===== config.mk =====
export PLATFORM = sky130hd
export DESIGN_NAME = mux_rr_arbiter_flat
export DESIGN_NICKNAME = d
export VERILOG_FILES = /design/src/rtl/mux_rr_arbiter_pkg.sv /design/src/rtl/mux_rr_arbiter_if.sv /design/src/rtl/mux_rr_arbiter_rr_priority_pick.sv /design/src/rtl/mux_rr_arbiter.sv /design/src/flat_wrapper.sv
export SDC_FILE = /design/constraint.sdc
export NUM_CORES = 1
export LEC_CHECK = 0
export ABC_AREA = 0
export CAP_MARGIN = 20
export CORE_MARGIN = 2
export CORE_UTILIZATION = 40
export CTS_BUF_LIST = sky130_fd_sc_hd__clkbuf_8
export CTS_CLUSTER_DIAMETER = 60
export DETAILED_ROUTE_END_ITERATION = 16
export GPL_TIMING_DRIVEN = 1
export PLACE_DENSITY = 0.68
export SKIP_LAST_GASP = 1
export SLEW_MARGIN = 15
export SYNTH_ARGS = -nofsm -noshare
export SYNTH_HDL_FRONTEND = slang
export SYNTH_SLANG_ARGS = --single-unit

===== constraint.sdc =====
create_clock -name clk -period 1.6 [get_ports clk]
set_clock_uncertainty 0.05 [all_clocks]
set_input_delay 0.32 -clock clk [delete_from_list [all_inputs] [get_ports clk]]
set_output_delay 0.32 -clock clk [all_outputs]
set_load 0.005 [all_outputs]

===== src/rtl/mux_rr_arbiter_pkg.sv =====
// mux_rr_arbiter_pkg: shared constants and FSM encoding for the round-robin arbiter
package mux_rr_arbiter_pkg;
    localparam int N_REQ = 4;
    localparam int SEL_W = 2;
    typedef enum logic {ST_IDLE = 1'b0, ST_BUSY = 1'b1} state_t;
endpackage


===== src/rtl/mux_rr_arbiter_if.sv =====
// mux_rr_arbiter_if: request/data bundle between requesters and the arbiter
interface mux_rr_arbiter_if #(parameter int DATA_W = 1);
    import mux_rr_arbiter_pkg::*;
    logic [N_REQ-1:0]        req;
    logic [N_REQ*DATA_W-1:0] in_data;
    logic [N_REQ-1:0]        gnt;
    logic [SEL_W-1:0]        sel;
    logic [DATA_W-1:0]       out_data;
    logic                    out_valid;
    modport master (output req, output in_data, input gnt, input sel, input out_data, input out_valid);
    modport slave (input req, input in_data, output gnt, output sel, output out_data, output out_valid);
endinterface


===== src/rtl/mux_rr_arbiter_rr_priority_pick.sv =====
// rr_priority_pick: first set request scanning upward from ptr, wrapping modulo N_REQ
module rr_priority_pick
    import mux_rr_arbiter_pkg::*;
(
    input  logic [N_REQ-1:0] req,
    input  logic [SEL_W-1:0] ptr,
    output logic             any,
    output logic [SEL_W-1:0] idx
);
    assign any = |req;
    // Scan offsets from farthest to nearest so the nearest set bit after ptr wins
    always_comb begin
        idx = '0;
        for (int k = N_REQ - 1; k >= 0; k--)
            if (req[ptr + SEL_W'(k)]) idx = ptr + SEL_W'(k);
    end
endmodule


===== src/rtl/mux_rr_arbiter.sv =====
// mux_rr_arbiter: round-robin owner of a 4:1 mux with bounded grant length
module mux_rr_arbiter
    import mux_rr_arbiter_pkg::*;
#(
    parameter int DATA_W   = 1,
    parameter int MAX_HOLD = 8
)
(
    input logic             clk,
    input logic             rst_n,
    mux_rr_arbiter_if.slave bus
);
    localparam int HOLD_W = (MAX_HOLD > 1) ? $clog2(MAX_HOLD) : 1;
    localparam logic [HOLD_W-1:0] HOLD_LAST = HOLD_W'(MAX_HOLD - 1);

    state_t            state;
    logic [SEL_W-1:0]  ptr, sel, pick_idx;
    logic [HOLD_W-1:0] hold_cnt;
    logic [N_REQ-1:0]  gnt;
    logic [DATA_W-1:0] out_data, lane;
    logic              out_valid, pick_any, owner_req;

    rr_priority_pick u_pick (.req(bus.req), .ptr(ptr), .any(pick_any), .idx(pick_idx));

    assign owner_req     = (state == ST_BUSY) && bus.req[sel];
    assign lane          = bus.in_data[sel*DATA_W +: DATA_W];
    assign bus.gnt       = gnt;
    assign bus.sel       = sel;
    assign bus.out_data  = out_data;
    assign bus.out_valid = out_valid;

    // Grant FSM, hold counter and registered data path; owner released on drop or hold limit
    always_ff @(posedge clk or negedge rst_n) begin
        if (!rst_n) begin
            state     <= ST_IDLE;
            ptr       <= '0;
            sel       <= '0;
            hold_cnt  <= '0;
            gnt       <= '0;
            out_data  <= '0;
            out_valid <= 1'b0;
        end else begin
            out_valid <= owner_req;
            out_data  <= owner_req ? lane : '0;
            if (state == ST_IDLE) begin
                if (pick_any) begin
                    state    <= ST_BUSY;
                    gnt      <= N_REQ'(1) << pick_idx;
                    sel      <= pick_idx;
                    hold_cnt <= '0;
                end
            end else if (!bus.req[sel] || hold_cnt == HOLD_LAST) begin
                state <= ST_IDLE;
                gnt   <= '0;
                ptr   <= sel + 1'b1;
            end else begin
                hold_cnt <= hold_cnt + 1'b1;
            end
        end
    end
endmodule


===== src/flat_wrapper.sv =====
// flat-port wrapper written by rule: the top's interface ports become plain ports
module mux_rr_arbiter_flat import mux_rr_arbiter_pkg::*;
#(
    parameter int DATA_W   = 1,
    parameter int MAX_HOLD = 8
)
  (clk, rst_n, bus_req, bus_in_data, bus_gnt, bus_sel, bus_out_data, bus_out_valid);
  mux_rr_arbiter_if #(.DATA_W(DATA_W)) bus_i ();
  input logic clk;
  input logic rst_n;
  input wire logic [$bits(bus_i.req)-1:0] bus_req;
  input wire logic [$bits(bus_i.in_data)-1:0] bus_in_data;
  output wire logic [$bits(bus_i.gnt)-1:0] bus_gnt;
  output wire logic [$bits(bus_i.sel)-1:0] bus_sel;
  output wire logic [$bits(bus_i.out_data)-1:0] bus_out_data;
  output wire logic [$bits(bus_i.out_valid)-1:0] bus_out_valid;
  assign bus_i.req = bus_req;
  assign bus_i.in_data = bus_in_data;
  assign bus_gnt = bus_i.gnt;
  assign bus_sel = bus_i.sel;
  assign bus_out_data = bus_i.out_data;
  assign bus_out_valid = bus_i.out_valid;
  mux_rr_arbiter #(.DATA_W(DATA_W), .MAX_HOLD(MAX_HOLD)) u_core (.clk(clk), .rst_n(rst_n), .bus(bus_i));
endmodule

# Yosys cells after proc, flatten, opt, wreduce, memory -nomap -nowiden
# Index checks and enable logic that the tools add are counted.
[totals]
output_inout_bits = 8
mem_bits_ro = 0
latchBits = 0
ramBits = 0
n_memories = 0
ff_bits = 14
inputBits = 10
elab_cells = 56
[op_classes]
n_eq_ne = 3
add_sub_neg = 5
n_bitwise = 1
magnitude_cmp = 5
div_mod_pow = 0
n_shift = 2
reduce_logical = 9
mul = 0
n_mux = 24
[op_table]
columns = ["op", "n"]
rows = [
  ["2-bit by 3-bit less-than comparator with 1-bit output, second input constant", 5],
  ["4-bit 2-to-1 mux", 3],
  ["1-bit binary-select mux with 2-bit select", 5],
  ["1-bit 2-to-1 mux", 9],
  ["3-bit 2-to-1 mux", 3],
  ["2-bit 2-to-1 mux", 4],
  ["2-bit AND reduction", 4],
  ["2-bit by 1-bit adder with 2-bit output, second input constant", 2],
  ["2-bit adder, second input constant", 2],
  ["2-bit != test, second input constant", 2],
  ["4-bit OR reduction", 1],
  ["4-bit by 3-bit indexed part select with 1-bit output", 1],
  ["1-bit by 2-bit left shift with 4-bit output, first input constant", 1],
  ["3-bit by 1-bit adder with 3-bit output, second input constant", 1],
  ["3-bit == test, second input constant", 1],
  ["2-bit nonzero test", 1],
  ["1-bit logical AND", 1],
  ["1-bit zero test", 1],
  ["1-bit logical OR", 1],
  ["1-bit NOT", 1],
]

# Longest topological paths before layout
[depth]
ltp_word = 10
ltp_mapped = 6
mapped_depth_nobuf = 5

# By module
# Synthesis repeated with hierarchy kept, for this count alone.
[hier_totals]
cells_unflattened = 84
area_unflattened_um2 = 877.1
[modules_own_cells]
columns = ["module", "cells_each", "seq_area_each_um2", "instances", "area_per_inst_um2"]
rows = [
  ["mux_rr_arbiter", 71, 350.3, 1, 799.5],
  ["rr_priority_pick", 13, 0.0, 1, 77.6],
]

# Worst setup path before layout
# Ideal clock, no wire load.
[synth_path]
path_kind = "flip-flop to flip-flop"
from = "reg u_core.hold_cnt[0]"
to = "reg u_core.ptr[1]"
n_path_buf = 0
arrival_ns = 1.474
slack_ns = -0.052
path_stages_with_launch = 6
synth_period_minus_slack_ns = 1.652
t_required_ns = 1.422
setup_time_ns = 0.128
cell_sequence = "dfrtp_1 -> ha_1 -> ha_1 -> nor3_1 -> nor3_4 -> mux2_1"
[synth_between]
elab_chain_cells = 3
[synth_lines]
columns = ["element", "line", "rtl"]
rows = [
  ["from (decl)", "mux_rr_arbiter.sv:18", "logic [HOLD_W-1:0] hold_cnt;"],
  ["from (signal assigned)", "mux_rr_arbiter.sv:57", "hold_cnt <= hold_cnt + 1'b1;"],
  ["3-bit == test", "mux_rr_arbiter.sv:52", "end else if (!bus.req[sel] || hold_cnt == HOLD_LAST) begin"],
  ["1-bit logical OR", "mux_rr_arbiter.sv:52", ""],
  ["2-bit AND reduction (no source line)", "--", ""],
  ["to (signal assigned)", "mux_rr_arbiter.sv:55", "ptr <= sel + 1'b1;"],
  ["to (decl)", "mux_rr_arbiter.sv:17", "logic [SEL_W-1:0] ptr, sel, pick_idx;"],
]
# No other way between the ends.
# A chain may end at the register's enable or synchronous reset.

# Final worst setup path
[layout_path]
from = "reg u_core.sel[1], in the netlist u_core.bus.sel[1]"
to = "reg u_core.ptr[0]"
[layout_between]
elab_chain_cells = 5
[layout_lines]
columns = ["element", "line", "rtl"]
rows = [
  ["from (decl)", "mux_rr_arbiter.sv:17", ""],
  ["from (signal assigned)", "mux_rr_arbiter.sv:49", "sel <= pick_idx;"],
  ["1-bit binary-select mux with 2-bit select", "mux_rr_arbiter.sv:52", ""],
  ["1-bit 2-to-1 mux (not written as such)", "mux_rr_arbiter.sv:52", ""],
  ["1-bit zero test", "mux_rr_arbiter.sv:52", ""],
  ["1-bit logical OR", "mux_rr_arbiter.sv:52", ""],
  ["2-bit AND reduction (no source line)", "--", ""],
]
# No other way between the ends. The select of a mux whose other input is x is not followed.

==> results.cfg <==
[run_status]
status = finished, final reports clean

[final_layout]
drive_gt1_share_pct = 34.0
finalNetCount = 116
num_antenna_cells = 0
synthToLayoutAreaGrowth_pct = 52.4

[critical_path]
slowest_delay_ps = 460
crit_end = u_core.ptr[0]$_DFFE_PN0P_
worstSetupPathType = register to register
startpoint_type = register
regToRegStartpoint = u_core.bus.sel[1]$_DFFE_PN0P_
rr_worst_depth = 5
worst_r2r_endpoint = u_core.ptr[0]$_DFFE_PN0P_
path_cells = mux2i_2 > nor3_4 > nor3_4 > buf_4 > mux2i_1
worstPathRequired_ps = 1720
cp_data_arrival_time_ps = 1680
worstSetupPathDepth = 5
cpLargestDelayFamily = multiplexers
setup.worst_path.start = u_core.bus.sel[1]$_DFFE_PN0P_
path_max_fanout = 5
cp_slowest_cell = dfrtp_2
cpMostUsedCell = nor3_4
critPathBufInv = 1
critPathCaptureType = register
reg2reg_slack_ps = 40

[detailed_routing]
ant_nets = 0
dr.pass1.iters = 4
initialDrtViolationCount = 16
drc_errors = 0
wirelength_um = 1930
vias_per_cell = 5.18
wl_per_cell_um = 14.8
vias = 673

[sta]
drv_slew = 0
layout_worst_path_cycle_share_pct = 97.8
relSlewSlack_pct = 77.6
tns_ps = 0
rsz0062_at_grt = true
max_slew.worst_pin.slew_ps = 336
max_freq_mhz = 639
setup_viol = 0
min_period_ps = 1560
hold_viol_final = 0

[power_and_ir_drop]
p_int_uw = 1500
p_leak_uw = 0.000577
swShare_pct = 34.9
powerDensity_nw_per_um2 = 1870
ir_drop_uv = 1130
p_clk_share_pct = 15.0
combPwrFrac_pct = 57.1
power_frac_seq_pct = 27.9
power.net_switching_uw = 802
power.total_uw = 2300

[cts]
worstSkewPairLatency_ps = 250
htreeDepth = 1
cts-hold-fix-buffers = 0
cts_buffers = 3
cts.sinks = 14
clkTransAtPathRegs_ps = 60
cts_tree = yes
cts_root_buf = clkbuf_8
clk_path_buf_depth = 2

[synthesis]
synthArstFlopShare_pct = 100
ys_top_cells_by_count = dfrtp_1 (14), nand2_1 (12), mux2i_1 (7), inv_1 (5), o32ai_1 (4)
synth_warnings = 0
synth.cell_area_um2 = 807
synth_edf_count = 0
synth_ff_type = dfrtp_1
yosysMostFrequentCell = dfrtp_1
postSynthAreaPerCell_um2 = 11.4
ys_seq_area_share_pct = 43.4
yosysTopAreaCell = dfrtp_1
synthTopCellsByArea = dfrtp_1 (43%), mux2i_1 (8.7%), nand2_1 (5.6%)
ys_seq_elements = 14
yosys.area.top_type_share_pct = 43.4
ys_types = 27
netlist_instances = 71
syn-num-nets = 83

[run]
cap_violations = 0

[place]
place_congestion = 0.788
place_hpwl_um = 1310
portBuffers = 17

[grt]
grt_overflow = 0
grt_usage_pct = 18.0
grt_pass1_wl_um = 3260
grt_max_degree = 17
grt_pass1_vias = 684
antenna_found_initial = 0

[floorplanning]
dieArea_um2 = 2390
pin_count = 18
die_w_um = 48.9
num_rows = 16
die_h_um = 48.9
start_util_pct = 42.0
coreArea_um2 = 1920

[hold_path]
hp-class = primary input to asynchronous set/reset pin
-- metal layers --
layer  GRT usage (%)  up-vias  share of wire [%]  routed length (um)
met4            7.14        0                1.4                  27
met5               0        -                  0                   0
met3            4.29        4                3.8                  74
met1            23.3      330                 43                 829
met2            29.0       17                 52                 996
li1                -      322                  -                   -
-- worst min path at each step --
| stage | cells after the start | to | slack, ps |
|---|---|---|---|
| final | 2 | u_core.ptr[0]$_DFFE_PN0P_ | 330 |
| after global routing | 2 | u_core.bus.gnt[3]$_DFFE_PN0P_ | 360 |
| after CTS | 2 | u_core.bus.gnt[2]$_DFFE_PN0P_ | 340 |
| after detailed placement | 2 | u_core.bus.out_valid$_DFF_PN0_ | 440 |
| after global placement | 2 | u_core.bus.out_valid$_DFF_PN0_ | 430 |
| after floorplan | 0 | u_core.bus.gnt[0]$_DFFE_PN0P_ | -30 |
-- registers in the layout, summed over array words and instances, names as in the netlist --
name and cells:
u_core.bus.out_data 1, u_core.ptr 2, u_core.hold_cnt 3, u_core.bus.out_valid 1
u_core.bus.sel 2, u_core.state 1, u_core.bus.gnt 4
-- power by group through the flow --
stage	combinational [uW]	sequential [uW]	clock, uW
finish	1310	642	344
global route	1430	662	367
CTS	1250	633	349
detailed placement	1060	641	0
global placement	1050	635	0
floorplan	705	602	0
-- logic make-up after synthesis --
family / after synthesis / synth area share [%]
flops: 14 / 43.4
compound gates: 13 / 13.6
fa+ha+maj: 2 / 3.10
simple gates: 21 / 14.9
xor+xnor: 1 / 1.09
mux: 10 / 16.1
buf+inv: 10 / 7.75
-- layout make-up --
class                      count  area, um^2
fill                         159         692
multi-input combinational     47         457
sequential                    14         352
timing repair buffer          33         314
clock buffer                   4        55.1
tap                           27        33.8
inverter                       5        18.8
-- stage by stage --
stage | worst slack [ps] | utilization, % | instance area [um^2] | hold WS, ps | cells
after floorplan | 33.6 | - | 812 | -25.6 | 71
after global routing | -50.8 | 64.0 | 1230 | 361 | 130
after detailed placement | -396 | 55.5 | 1070 | 438 | 121
after global placement | -330 | 55.5 | 1070 | 435 | 121
after CTS | 1.40 | 61.8 | 1190 | 336 | 127
final | 35.4 | 64.0 | 1230 | 329 | 130
-- timing repair --
item,4_1_cts,5_1_grt
setup endpoints to repair,13,7
setup buffers,2,3
gates resized for setup,16,5
pin swaps,3,2
-- cells in the final DEF, fill, tap and decap left out, types with 2 or more instances in the layout --
| master | Yosys | layout |
|---|---|---|
| dfrtp_1 | 14 | 13 |
| nand2_1 | 12 | 12 |
| buf_4 | 0 | 12 |
| clkdlybuf4s50_1 | 0 | 11 |
| inv_1 | 5 | 5 |
| mux2i_1 | 7 | 5 |
| clkbuf_8 | 0 | 4 |
| dlygate4sd2_1 | 0 | 4 |
| a21oi_1 | 3 | 3 |
| o32ai_1 | 4 | 3 |
| buf_6 | 3 | 3 |
| nor3_4 | 1 | 2 |
| dlymetal6s2s_1 | 0 | 2 |
Power figures use the tool's default switching activity.
